`src/rtl/audio_mixer_n.sv`:
```
// audio_mixer_n: N-channel stereo mixer with per-channel 4-bit gains and
// 1-bit sigma-delta outputs. One multiply-accumulate per side per clock;
// a frame takes NCH accumulate cycles plus one load cycle.
//
// Ports:
//   clk, rst_n            mixer clock, asynchronous active-low reset
//   ce                    sample strobe; starts a frame when idle
//   ch_left, ch_right     packed samples, channel i at [i*W +: W]
//   vol_we/vol_sel/vol_din  gain register write, vol_din = {gain_l, gain_r}
//   mute                  zeroes both levels at the next frame load
//   busy, overrun         frame in progress / ce dropped while busy (1 clk)
//   level_left/right      current mixed levels
//   audio_left/right      sigma-delta bitstreams
module audio_mixer_n #(
   parameter int unsigned NCH  = 4,
   parameter int unsigned W    = 8,
   parameter int unsigned VOLW = 4
) (
   input  logic                                    clk,
   input  logic                                    rst_n,
   input  logic                                    ce,
   input  logic [NCH*W-1:0]                        ch_left,
   input  logic [NCH*W-1:0]                        ch_right,
   input  logic                                    vol_we,
   input  logic [(NCH > 1 ? $clog2(NCH) : 1)-1:0]  vol_sel,
   input  logic [2*VOLW-1:0]                       vol_din,
   input  logic                                    mute,
   output logic                                    busy,
   output logic                                    overrun,
   output logic [W-1:0]                            level_left,
   output logic [W-1:0]                            level_right,
   output logic                                    audio_left,
   output logic                                    audio_right
);

   localparam int unsigned SELW = (NCH > 1) ? $clog2(NCH) : 1;
   localparam int unsigned SH   = $clog2(NCH);
   localparam int unsigned AW   = W + VOLW + SH;

   typedef enum logic [1:0] {StIdle, StAcc, StLoad} state_e;

   state_e             state_q, state_d;
   logic [SELW-1:0]    idx_q, idx_d;
   logic [VOLW-1:0]    gain_l_q [NCH], gain_l_d [NCH];
   logic [VOLW-1:0]    gain_r_q [NCH], gain_r_d [NCH];
   logic [VOLW-1:0]    fgain_l_q [NCH], fgain_l_d [NCH];
   logic [VOLW-1:0]    fgain_r_q [NCH], fgain_r_d [NCH];
   logic [W-1:0]       smp_l_q [NCH], smp_l_d [NCH];
   logic [W-1:0]       smp_r_q [NCH], smp_r_d [NCH];
   logic [AW-1:0]      acc_l_q, acc_l_d, acc_r_q, acc_r_d;
   logic [W-1:0]       level_l_q, level_l_d, level_r_q, level_r_d;
   logic [W:0]         sd_l_q, sd_l_d, sd_r_q, sd_r_d;
   logic               overrun_q, overrun_d;
   logic [W+VOLW-1:0]  prod_l, prod_r;

   // Operands zero-extended so the product is computed at full width.
   assign prod_l = {{VOLW{1'b0}}, smp_l_q[idx_q]} * {{W{1'b0}}, fgain_l_q[idx_q]};
   assign prod_r = {{VOLW{1'b0}}, smp_r_q[idx_q]} * {{W{1'b0}}, fgain_r_q[idx_q]};

   always_comb begin
      state_d   = state_q;
      idx_d     = idx_q;
      gain_l_d  = gain_l_q;
      gain_r_d  = gain_r_q;
      fgain_l_d = fgain_l_q;
      fgain_r_d = fgain_r_q;
      smp_l_d   = smp_l_q;
      smp_r_d   = smp_r_q;
      acc_l_d   = acc_l_q;
      acc_r_d   = acc_r_q;
      level_l_d = level_l_q;
      level_r_d = level_r_q;
      overrun_d = ce && (state_q != StIdle);

      // Gain writes land in the live registers only; frames use the snapshot.
      if (vol_we && (32'(vol_sel) < NCH)) begin
         gain_l_d[vol_sel] = vol_din[2*VOLW-1:VOLW];
         gain_r_d[vol_sel] = vol_din[VOLW-1:0];
      end

      unique case (state_q)
         StIdle: begin
            if (ce) begin
               for (int i = 0; i < NCH; i++) begin
                  smp_l_d[i]   = ch_left[i*W +: W];
                  smp_r_d[i]   = ch_right[i*W +: W];
                  fgain_l_d[i] = gain_l_q[i];
                  fgain_r_d[i] = gain_r_q[i];
               end
               acc_l_d = '0;
               acc_r_d = '0;
               idx_d   = '0;
               state_d = StAcc;
            end
         end
         StAcc: begin
            acc_l_d = acc_l_q + AW'(prod_l);
            acc_r_d = acc_r_q + AW'(prod_r);
            if (idx_q == SELW'(NCH - 1)) begin
               state_d = StLoad;
            end else begin
               idx_d = idx_q + 1'b1;
            end
         end
         StLoad: begin
            level_l_d = mute ? '0 : acc_l_q[AW-1 -: W];
            level_r_d = mute ? '0 : acc_r_q[AW-1 -: W];
            state_d   = StIdle;
         end
         default: state_d = StIdle;
      endcase

      // First-order modulator: the carry out of the W-bit phase is the bit.
      sd_l_d = {1'b0, sd_l_q[W-1:0]} + {1'b0, level_l_q};
      sd_r_d = {1'b0, sd_r_q[W-1:0]} + {1'b0, level_r_q};
   end

   always_ff @(posedge clk or negedge rst_n) begin
      if (!rst_n) begin
         state_q   <= StIdle;
         idx_q     <= '0;
         for (int i = 0; i < NCH; i++) begin
            gain_l_q[i]  <= '1;
            gain_r_q[i]  <= '1;
            fgain_l_q[i] <= '0;
            fgain_r_q[i] <= '0;
            smp_l_q[i]   <= '0;
            smp_r_q[i]   <= '0;
         end
         acc_l_q   <= '0;
         acc_r_q   <= '0;
         level_l_q <= '0;
         level_r_q <= '0;
         sd_l_q    <= '0;
         sd_r_q    <= '0;
         overrun_q <= 1'b0;
      end else begin
         state_q   <= state_d;
         idx_q     <= idx_d;
         gain_l_q  <= gain_l_d;
         gain_r_q  <= gain_r_d;
         fgain_l_q <= fgain_l_d;
         fgain_r_q <= fgain_r_d;
         smp_l_q   <= smp_l_d;
         smp_r_q   <= smp_r_d;
         acc_l_q   <= acc_l_d;
         acc_r_q   <= acc_r_d;
         level_l_q <= level_l_d;
         level_r_q <= level_r_d;
         sd_l_q    <= sd_l_d;
         sd_r_q    <= sd_r_d;
         overrun_q <= overrun_d;
      end
   end

   assign busy        = (state_q != StIdle);
   assign overrun     = overrun_q;
   assign level_left  = level_l_q;
   assign level_right = level_r_q;
   assign audio_left  = sd_l_q[W];
   assign audio_right = sd_r_q[W];

endmodule

```
`config.mk`:
```
export PLATFORM = sky130hd
export DESIGN_NAME = audio_mixer_n
export DESIGN_NICKNAME = d
export VERILOG_FILES = /design/src/rtl/audio_mixer_n.sv
export SDC_FILE = /design/constraint.sdc
export NUM_CORES = 1
export LEC_CHECK = 0
export BUFFER_PORTS_ARGS = -buffer_cell sky130_fd_sc_hd__buf_4
export CAP_MARGIN = 25
export CORE_UTILIZATION = 56
export CTS_CLUSTER_SIZE = 28
export DETAILED_ROUTE_END_ITERATION = 10
export PLACE_DENSITY = 0.75
export SLEW_MARGIN = 5
export SYNTH_ARGS = -nofsm -noshare
export SYNTH_HDL_FRONTEND = slang
export SYNTH_SLANG_ARGS = --single-unit
```
`constraint.sdc`:
```
create_clock -name clk -period 9.6 [get_ports clk]
set_clock_uncertainty 0.1 [all_clocks]
set_input_delay 0.96 -clock clk [delete_from_list [all_inputs] [get_ports clk]]
set_output_delay 0.96 -clock clk [all_outputs]
set_load 0.1 [all_outputs]
```
# Yosys cells after proc, flatten, opt, wreduce, memory -nomap -nowiden
# Index checks and enable logic that the tools add are counted.
# classes
n_addsub,5
multipliers,2
div_mod_pow,0
order_cmp,3
eq_ne,6
shifts,0
mux,27
bitwise_logic,2
n_reduce_logical,9
# ops
cell,n
one-hot mux 14 bit (2 select lines),2
two-way mux 8 bit,6
binary-select mux 8 bit (select 2 bit),2
bitwise mux 16 bit,2
adder 14 x 12 -> 14 bit,2
multiplier 8 x 4 -> 12 bit,2
two-way mux 4 bit,5
adder 8 x 8 -> 9 bit,2
binary-select mux 4 bit (select 2 bit),2
two-way mux 14 bit,1
demux 4 bit (select 2 bit),1
two-way mux 2 bit,4
one-hot mux 2 bit (2 select lines),2
">= comparator 3 bit, second input constant",2
"inequality test 2 bit, second input constant",3
NOT 2 -> 3 bit,2
AND reduction 2 bit,3
"equality test 2 bit, second input constant",2
nonzero test 2 bit,2
"less-than comparator 3 x 1 -> 1 bit, second input constant",1
AND reduction 3 bit,1
"adder 2 x 1 -> 2 bit, second input constant",1
"equality test 2 x 1 -> 1 bit, second input constant",1
logical AND 1 bit,2
zero test 2 bit,1
# word_totals
reg_bits,195
latch_bits,0
ram_bits,0
romBits,0
input_bits,79
out_inout_bits,20
word_cells,87
mem_count,0

# Longest topological paths before layout
# Gate-level depths: netlist of run 1.
# depth
word_depth,7
ltp_mapped,16
mapped_depth_nobuf,14

# Least setup slack after synthesis of run 1
# Ideal clock, no wire load.
# synth_timing
path_type,register to register
from,register idx_q[0]
to,register acc_l_q[12]
setup_ps,122
arrival_time_ps,4593
t_required_ps,9378
path_slack_ps,4786
path_stages_with_launch,16
n_path_buf,2
period_less_slack_ps,4814
cell_sequence,dfrtp_1 buf_2 buf_2 mux4_2 and2_1 fa_1 fa_1 inv_1 fa_1 inv_1 ha_1 a21o_1 a211oi_2 a21boi_1 or3_1 a32o_1
# synth_via
elab_chain_len,7
elab_cells_between_ends,10
classes_between,1 x add/sub; 1 x mul; 7 x mux; 1 x bitwise
# synth_lines
element,line,rtl
start: declaration,43,"logic [SELW-1:0] idx_q, idx_d;"
start signal: assignment,139,idx_q <= idx_d;
NOT 2 -> 3 bit (implied by the code) *,57,"assign prod_l = {{VOLW{1'b0}}, smp_l_q[idx_q]} * {{W{1'b0}}, fgain_l_q[idx_q]};"
binary-select mux 8 bit (select 2 bit) / binary-select mux 4 bit (select 2 bit) (equally long branches),57,
two-way mux 8 bit (implied by the code) / two-way mux 4 bit (equally long branches) (2 in a row),57,
multiplier 8 x 4 -> 12 bit *,57,
adder 14 x 12 -> 14 bit *,97,acc_l_d = acc_l_q + AW'(prod_l);
one-hot mux 14 bit (2 select lines) *,81,unique case (state_q)
end signal: assignment,146,acc_l_q <= acc_l_d;
end: declaration,50,"logic [AW-1:0] acc_l_q, acc_l_d, acc_r_q, acc_r_d;"
# Every way passes the cells marked *; elsewhere a longest branch is shown, timed or not. The select of a mux whose other input is x is not followed.
# A chain may end at the register's enable or synchronous reset.

# Final worst setup path of run 1
# Ends and elaborated chain as after synthesis.

==> flow_metrics.py, run 1 <==
metrics = {
    "outcome": {
        "status": "finished, final reports clean",
    },
    "clocking": {
        "clk_pin_slew_ps": 70,
        "insertion_delay_ps": 440,
        "numClockSinks": 195,
        "clockBufferDepth": 2,
        "numCtsBuffers": 17,
        "ctsHoldBuffers": 0,
        "ctsHtreeMaxLevel": 4,
        "postCtsSetupBuffers": 0,
        "clockRootBuffer": "clkbuf_16",
        "cts_tree": "yes",
        "ctsResizeCount": 0,
    },
    "timing": {
        "fmax_mhz": 200,
        "fin_tns_setup_ps": 0,
        "rsz0062_at_grt": "no",
        "period_needed_ps": 5000,
        "max_slew_margin": 0.329,
        "setup_viol": 0,
        "fin_crit_sh": 0.521,
        "slew_viol_final": 0,
        "worstMarginPinSlew_ps": 1010,
        "hold_viol_final": 0,
    },
    "die": {
        "initial_core_util": 0.572,
        "ios": 99,
        "dieWidth_um": 143,
        "die_h_um": 143,
        "die-area_um2": 20500,
        "rows": 51,
        "core_area_um2": 19500,
    },
    "grt": {
        "grt_pass1_vias": 7815,
        "grt_remaining_overflow": 0,
        "use_met3": 0.0409,
        "antenna_found_initial": 0,
        "gr-usage-met1": 0.343,
        "gr-max-usage-layer": "met2",
        "grt_usage": 0.239,
        "grt_start_max_net_pins": 103,
        "grt_pass1_wl_um": 38000,
        "grtUsageMet2": 0.377,
    },
    "place": {
        "io_buffers": 98,
        "place_congestion": 0.902,
        "hpwl_um": 15500,
    },
    "synth": {
        "synth-main-ff-cell": "dfrtp_1",
        "yosysTopAreaCellShare": 0.365,
        "synth_cells": 1138,
        "synth_edf_count": 0,
        "ys_warn_count": 0,
        "synth_top_cell_by_area": "dfrtp_1",
        "synthArstFlopShare": 1.00,
        "avgSynthCellArea_um2": 9.81,
        "synth_nets": 1322,
        "ys_seq_elements": 195,
        "ys_top_cells_by_area": "dfrtp_1, nand2_1, fa_1",
        "yosys-top-cells-count": "nand2_1, dfrtp_1, inv_1",
        "synthDistinctLibCells": 47,
        "syn_area_um2": 11200,
        "synth_seq_area_share": 0.441,
        "yosysMostFrequentCell": "nand2_1",
    },
    "critical_path": {
        "crit_family": "adder cells",
        "endpoint_kind": "flip-flop",
        "timing.rr.start": "idx_q[0]",
        "cp_cell_sequence": "buf_4, mux4_2, and2_1, fa_1, fa_1, inv_1, fa_1, inv_1, ha_1, o211a_1, a211oi_2, a21boi_1, or3_1, a32o_1",
        "crit_slowest_cell": "mux4_2",
        "r2r_slack_ps": 4600,
        "setup.worst_path.class": "reg2reg",
        "r2r_cells": 14,
        "cp_data_arrival_time_ps": 5220,
        "critPathLaunchType": "flip-flop",
        "cp.required_ps": 9830,
        "cpPeakStageDelay_ps": 650,
        "cp_common_cell": "fa_1",
        "r2r_end": "acc_l_q[12]",
        "worst-path-buf-inv": 3,
        "critPathMaxFanout": 26,
    },
    "routing": {
        "num_vias": 7917,
        "firstDrtPassIters": 5,
        "vias_per_cell": 5.27,
        "drc_errors": 0,
        "wire_per_inst_um": 14.6,
        "totalWireLength_um": 21900,
        "ant_nets": 0,
        "drt_iter0_markers": 573,
    },
    "final_layout": {
        "multi_input_area_um2": 5670,
        "areaGrowthSynthToFinish_pct": 14.6,
        "layout-drive-gt1-share": 0.188,
        "n_antenna_cell": 0,
        "final_nets": 1408,
        "nFillCells": 1545,
        "seq_area_um2": 4920,
    },
    "hold_path": {
        "min_path_cells": 1,
        "hold_path_end": "sd_l_q[0]",
        "hold_path_class": "reg2reg",
        "min_from": "sd_l_q[0]",
    },
    "job": {
        "maxCapViolations": 0,
    },
}
-- flip-flops by register name, indices dropped and copies added, names as in the netlist --
signal	cells
smp_l_q	32
smp_r_q	32
fgain_l_q	16
fgain_r_q	16
gain_l_q	16
gain_r_q	16
acc_l_q	14
acc_r_q	14
sd_l_q	9
sd_r_q	9
level_left	8
level_right	8
idx_q	2
state_q	2
overrun	1
-- cell usage in the layout (no fill, tap or decap), types with 12 or more instances in the layout --
master / count
inv_1: 111
o21ai_0: 35
clkbuf_16: 17
mux2_2: 33
buf_4: 103
and2_1: 57
nand3_1: 24
nor2_1: 13
dfrtp_1: 163
xor2_1: 17
ha_1: 61
nand2_1: 343
nand2b_1: 12
a21oi_1: 28
fa_1: 44
mux4_2: 24
dfstp_2: 32
-- metrics by stage --
step	util	hold WS [ps]	setup slack (ps)	cell area, µm²	instances
after floorplan	-	340	4790	11200	1138
after global placement	0.621	353	4690	12100	1467
after detailed placement	0.623	358	4620	12200	1468
after CTS	0.653	376	4580	12700	1500
after global routing	0.655	383	4320	12800	1502
final	0.655	371	4600	12800	1502
-- logic make-up after synthesis --
group / share of synthesized area
buffers and inverters: 0.0519
muxes: 0.0844
AOI/OAI and AO/OA: 0.0630
adders and majority gates: 0.147
and+or+nand+nor: 0.192
DFF: 0.441
xor gates and xnor gates: 0.0204
-- cell type report --
type                            instances  share of cell area
Clock inverter                         13              0.0104
Tap cell                              265              0.0259
Multi-Input combinational cell        792               0.443
Sequential cell                       195               0.384
Inverter                              111              0.0326
Clock buffer                           19              0.0354
Timing Repair Buffer                  107              0.0680
-- per-layer routing --
metal	part of all wire	wire, µm
met1	0.48	10600
met5	0	0
met3	0.032	706
met2	0.47	10300
met4	0.012	252
-- worst max-delay path by stage --
stage | from | end | slack (ps) | cells after the start
2_1_floorplan | idx_q[0] | acc_l_q[12] | 4790 | 15
3_3_place_gp | idx_q[0] | acc_l_q[12] | 4690 | 14
3_5_place_dp | idx_q[0] | acc_l_q[12] | 4620 | 14
4_1_cts | idx_q[0] | acc_l_q[12] | 4580 | 14
5_1_grt | idx_q[0] | acc_r_q[10] | 4320 | 14
6_report | idx_q[0] | acc_l_q[12] | 4600 | 14
Power of run 1 is left out: the tool's default activity adds up to more than one toggle a clock period on the data nets, which glitch-free logic cannot reach.
==> run 2: changes to the inputs <==
--- a/config.mk
+++ b/config.mk
@@ -7,10 +7,10 @@
 export LEC_CHECK = 0
 export BUFFER_PORTS_ARGS = -buffer_cell sky130_fd_sc_hd__buf_4
 export CAP_MARGIN = 25
-export CORE_UTILIZATION = 56
+export CORE_UTILIZATION = 55
 export CTS_CLUSTER_SIZE = 28
 export DETAILED_ROUTE_END_ITERATION = 10
-export PLACE_DENSITY = 0.75
+export PLACE_DENSITY = 0.76
 export SLEW_MARGIN = 5
 export SYNTH_ARGS = -nofsm -noshare
 export SYNTH_HDL_FRONTEND = slang
==> constraint.sdc (replaced) <==
create_clock -name clk -period 4.22 [get_ports clk]
set_clock_uncertainty 0.1 [all_clocks]
set_input_delay 0.422 -clock clk [delete_from_list [all_inputs] [get_ports clk]]
set_output_delay 0.422 -clock clk [all_outputs]
set_load 0.1 [all_outputs]
==> run 2 against run 1 <==
Net effect: the flow now finishes with violations (setup timing); first-iteration DRC count grew 0.70%; worst setup slack got worse by 4900 ps; fmax grew 11%; design area is 6.6% higher; critical path depth grew 1.
==> flow_metrics.py, run 2 (synthesis gave the netlist of run 1 again) <==
metrics = {
    "die": {
        "initial_core_util": 0.568,
        "die-area_um2": 20900,
        "ios": 99,
        "die_h_um": 144,
        "rows": 51,
        "core_area_um2": 19700,
        "dieWidth_um": 144,
    },
    "critical_path": {
        "endpoint_kind": "flip-flop",
        "setup.worst_path.class": "reg2reg",
        "critPathLaunchType": "flip-flop",
        "cp.required_ps": 4460,
        "critPathMaxFanout": 5,
        "cp_data_arrival_time_ps": 4730,
    },
    "grt": {
        "grt_usage": 0.253,
        "grt_pass1_vias": 8420,
        "grt_pass1_wl_um": 41000,
        "grt_remaining_overflow": 0,
        "grt_start_max_net_pins": 102,
        "antenna_found_initial": 0,
    },
    "final_layout": {
        "final_nets": 1459,
        "multi_input_area_um2": 6020,
        "final_common_cell": "nand2_1",
        "utilization": 0.694,
        "largestRegisters": "smp_l_q: 32 flops, smp_r_q: 32 flops",
        "nFillCells": 1498,
        "areaGrowthSynthToFinish_pct": 22.2,
        "layout-drive-gt1-share": 0.275,
        "seq_area_um2": 4920,
        "n_antenna_cell": 0,
        "final_cell_mix": "nand2_1, dfrtp_1, buf_4, inv_1, ha_1",
    },
    "routing": {
        "drt_iter0_markers": 577,
        "firstDrtPassIters": 5,
        "drc_errors": 0,
        "totalWireLength_um": 24100,
        "ant_nets": 0,
        "wire_per_inst_um": 15.5,
        "num_vias": 8314,
        "vias_per_cell": 5.35,
    },
    "timing": {
        "worstMarginPinSlew_ps": 868,
        "rsz0062_at_grt": "yes",
        "max_slew_margin": 0.418,
        "setup_viol": 13,
        "worst_slack_ps": -273,
        "fin_tns_setup_ps": -1880,
        "fin_crit_sh": 1.06,
        "slew_viol_final": 0,
        "fmax_mhz": 223,
        "whs_ps": 63.8,
        "period_needed_ps": 4490,
        "hold_viol_final": 0,
    },
    "clocking": {
        "cts_tree": "yes",
        "insertion_delay_ps": 440,
        "numCtsBuffers": 17,
        "clk_pin_slew_ps": 80,
        "ctsHtreeMaxLevel": 4,
        "clockRootBuffer": "clkbuf_16",
        "numClockSinks": 195,
        "clockBufferDepth": 2,
    },
    "outcome": {
        "violations": "setup timing",
        "status": "finished with violations",
    },
    "place": {
        "post-place-ws_ps": -323,
        "hpwl_um": 16900,
        "io_buffers": 98,
        "place_congestion": 0.878,
    },
    "job": {
        "maxCapViolations": 0,
    },
    "hold_path": {
        "hold_path_class": "in2reg",
    },
}
==> run 2: worst max-delay path, cell delays in order (launching register included) <==
cell      delay, ps
dfrtp_2         470
buf_12          130
buf_16          110
mux4_2          550
and2_4          170
fa_1            460
fa_1            500
inv_1            50
fa_1            490
inv_2            50
ha_4            240
o211a_4         150
a211oi_4        250
a21boi_1        110
or3_1           320
a32o_1          250
==> run 2: layout make-up <==
| type | count | area share |
|---|---|---|
| well taps | 265 | 0.0243 |
| repair buffers | 158 | 0.0974 |
| multi-input cells | 792 | 0.442 |
| clock buffers | 18 | 0.0322 |
| clock inverters | 14 | 0.0130 |
| inverters | 111 | 0.0305 |
| flip-flops and latches | 195 | 0.361 |
==> run 2: per-layer routing <==
metal | global-route usage | wire, µm
met1 | 0.350 | 11200
met2 | 0.414 | 11800
met3 | 0.0457 | 773
met4 | 0.0615 | 314
met5 | 0 | 0
==> run 2: final timing paths <==
check	from	end	slack, ps	depth (start not counted)
setup reg to reg	idx_q[0]	acc_l_q[12]	-270	15
hold / removal	ch_left[30]	smp_l_q[6]	60	3
max in group asynchronous	rst_n	level_right[7]	2620	3
setup / recovery	idx_q[0]	acc_l_q[12]	-270	15
min in group asynchronous	rst_n	sd_l_q[1]	510	2
hold reg to reg	sd_r_q[0]	sd_r_q[0]	370	1
==> run 2: timing repair <==
action	in CTS	in global routing
hold buffers	1	0
cloned	1	0
resized for setup	40	27
hold endpoints to repair	23	0
endpoints found under the setup margin	14	17
pin swaps	29	10
setup buffers	8	3
==> run 2: through the flow <==
| step | cells | cell area, µm² |
|---|---|---|
| final | 1553 | 13600 |
| after global placement | 1506 | 12600 |
| after global routing | 1553 | 13600 |
| after detailed placement | 1508 | 12700 |
| after CTS | 1550 | 13500 |
| after floorplan | 1138 | 11400 |
Power of run 2 is left out for the same reason.
==> run 3: changes to the inputs <==
--- a/config.mk
+++ b/config.mk
@@ -11,6 +11,7 @@
 export CTS_CLUSTER_SIZE = 28
 export DETAILED_ROUTE_END_ITERATION = 10
 export PLACE_DENSITY = 0.76
+export SKIP_CTS_REPAIR_TIMING = 1
 export SLEW_MARGIN = 5
 export SYNTH_ARGS = -nofsm -noshare
 export SYNTH_HDL_FRONTEND = slang
==> run 3 against run 2 <==
Net effect: the flow finishes with violations (hold timing, setup timing); fmax down 0.66%; register-to-register slack lost 30 ps; critical path depth stayed put; die area did not move; design area down 1.1%; critical path type unchanged; critical endpoint is now acc_r_q[12]; highest routed layer unchanged.
==> flow_metrics.py, run 3 (synthesis gave the netlist of run 1 again) <==
metrics = {
    "timing": {
        "max_slew_margin": 0.402,
        "fin_tns_setup_ps": -1900,
        "slew_viol_final": 0,
        "worstMarginPinSlew_ps": 893,
        "rsz0062_at_grt": "yes",
        "setup_viol": 13,
        "period_needed_ps": 4520,
        "fin_crit_sh": 1.07,
        "worst_slack_ps": -303,
        "fmax_mhz": 221,
        "whs_ps": -76.0,
        "hold_viol_final": 35,
    },
    "place": {
        "hpwl_um": 16900,
        "dp.cells": 1508,
        "io_buffers": 98,
        "place_congestion": 0.878,
    },
    "critical_path": {
        "critPathLaunchType": "flip-flop",
        "critPathMaxFanout": 9,
        "endpoint_kind": "flip-flop",
        "cp.required_ps": 4450,
        "r2r_cells": 15,
        "cp_cell_sequence": "buf_12, buf_12, mux4_2, and2_4, fa_1, fa_1, inv_1, fa_1, inv_2, ha_4, o211ai_1, o211ai_1, nand3b_1, a21o_1, a32o_1",
        "cpPeakStageDelay_ps": 540,
        "cp_common_cell": "fa_1",
        "crit_slowest_cell": "mux4_2",
        "setup.worst_path.class": "reg2reg",
        "cp_data_arrival_time_ps": 4760,
    },
    "final_layout": {
        "areaGrowthSynthToFinish_pct": 20.9,
        "layout-drive-gt1-share": 0.262,
        "n_antenna_cell": 0,
        "largestRegisters": "smp_l_q: 32 flops, smp_r_q: 32 flops",
        "nFillCells": 1532,
        "stdcell_count": 1547,
        "final_common_cell": "nand2_1",
        "final_cell_mix": "nand2_1, dfrtp_1, buf_4, inv_1, ha_1",
        "final_nets": 1453,
    },
    "clocking": {
        "numClockSinks": 195,
        "clockRootBuffer": "clkbuf_16",
        "ctsHtreeMaxLevel": 4,
        "clk_pin_slew_ps": 80,
        "numCtsBuffers": 17,
        "clockBufferDepth": 2,
        "cts_tree": "yes",
        "insertion_delay_ps": 450,
    },
    "grt": {
        "grt_pass1_wl_um": 39900,
        "grt_usage": 0.246,
        "grt_pass1_vias": 8248,
        "grt_remaining_overflow": 0,
        "antenna_found_initial": 0,
        "grt_start_max_net_pins": 102,
    },
    "routing": {
        "wire_per_inst_um": 15.4,
        "ant_nets": 0,
        "num_vias": 8240,
        "drt_iter0_markers": 567,
        "drc_errors": 0,
        "firstDrtPassIters": 5,
        "vias_per_cell": 5.33,
        "totalWireLength_um": 23800,
    },
    "outcome": {
        "violations": "hold timing, setup timing",
        "status": "finished with violations",
    },
    "job": {
        "maxCapViolations": 0,
    },
    "die": {
        "die_h_um": 144,
        "rows": 51,
        "ios": 99,
        "die-area_um2": 20900,
        "initial_core_util": 0.568,
        "dieWidth_um": 144,
        "core_area_um2": 19700,
    },
    "hold_path": {
        "hold_path_class": "in2async",
    },
}
==> run 3: cell types whose count changed in the layout (fill, tap and decap cells not counted), sizes merged <==
| cell | before | now |
|---|---|---|
| buf | 156 | 150 |
| clkbuf | 19 | 20 |
| dlygate4sd3 | 1 | 0 |
==> run 3: cell type report <==
cell class              count  area [µm²]  area share
flip-flops and latches    195        4920       0.365
clock buffers              18         439      0.0325
well taps                 265         332      0.0246
inverters                 111         417      0.0309
multi-input cells         792        5960       0.441
repair buffers            152        1250      0.0927
clock inverters            14         178      0.0132
==> run 3: path summary, 6_finish.rpt <==
kind | endpoint | startpoint | slack (ps)
setup / recovery | acc_r_q[12] | idx_q[0] | -300
hold / removal | sd_l_q[1] | rst_n | -80
setup reg to reg | acc_r_q[12] | idx_q[0] | -300
hold reg to reg | sd_r_q[0] | sd_r_q[0] | 370
max in group asynchronous | acc_r_q[8] | rst_n | 3190
min in group clk | smp_r_q[1] | ch_right[25] | 60
==> run 3: metrics by stage <==
stage	util	instance area [µm²]	setup WS (ps)	hold slack, ps
6_report	0.687	13500	-303	-76.0
5_1_grt	0.687	13500	-503	12.5
4_1_cts	0.676	13300	-336	-13.5
3_5_place_dp	0.645	12700	-323	357
3_3_place_gp	0.643	12600	-190	353
2_1_floorplan	-	11400	-165	26.4
==> run 3: critical path, delay by kind of cell (launching register included) <==
| kind | cells | cell delay (ps) |
|---|---|---|
| multiplexers | 1 | 540 |
| adder cells (fa/ha/maj) | 4 | 1730 |
| AO/OA/AOI/OAI | 4 | 870 |
| flip-flops | 1 | 460 |
| AND/OR/NAND/NOR | 2 | 340 |
| buffers and inverters | 4 | 390 |
==> run 3: per-layer routing <==
layer  wire length, µm  global-route usage  vias to the layer above
met4               380              0.0709                        0
met2             11600               0.398                      159
met3               709              0.0377                       34
li1                  -                   -                     3976
met1             11100               0.344                     4071
met5                 0                   0                        -
Power of run 3 is left out for the same reason.
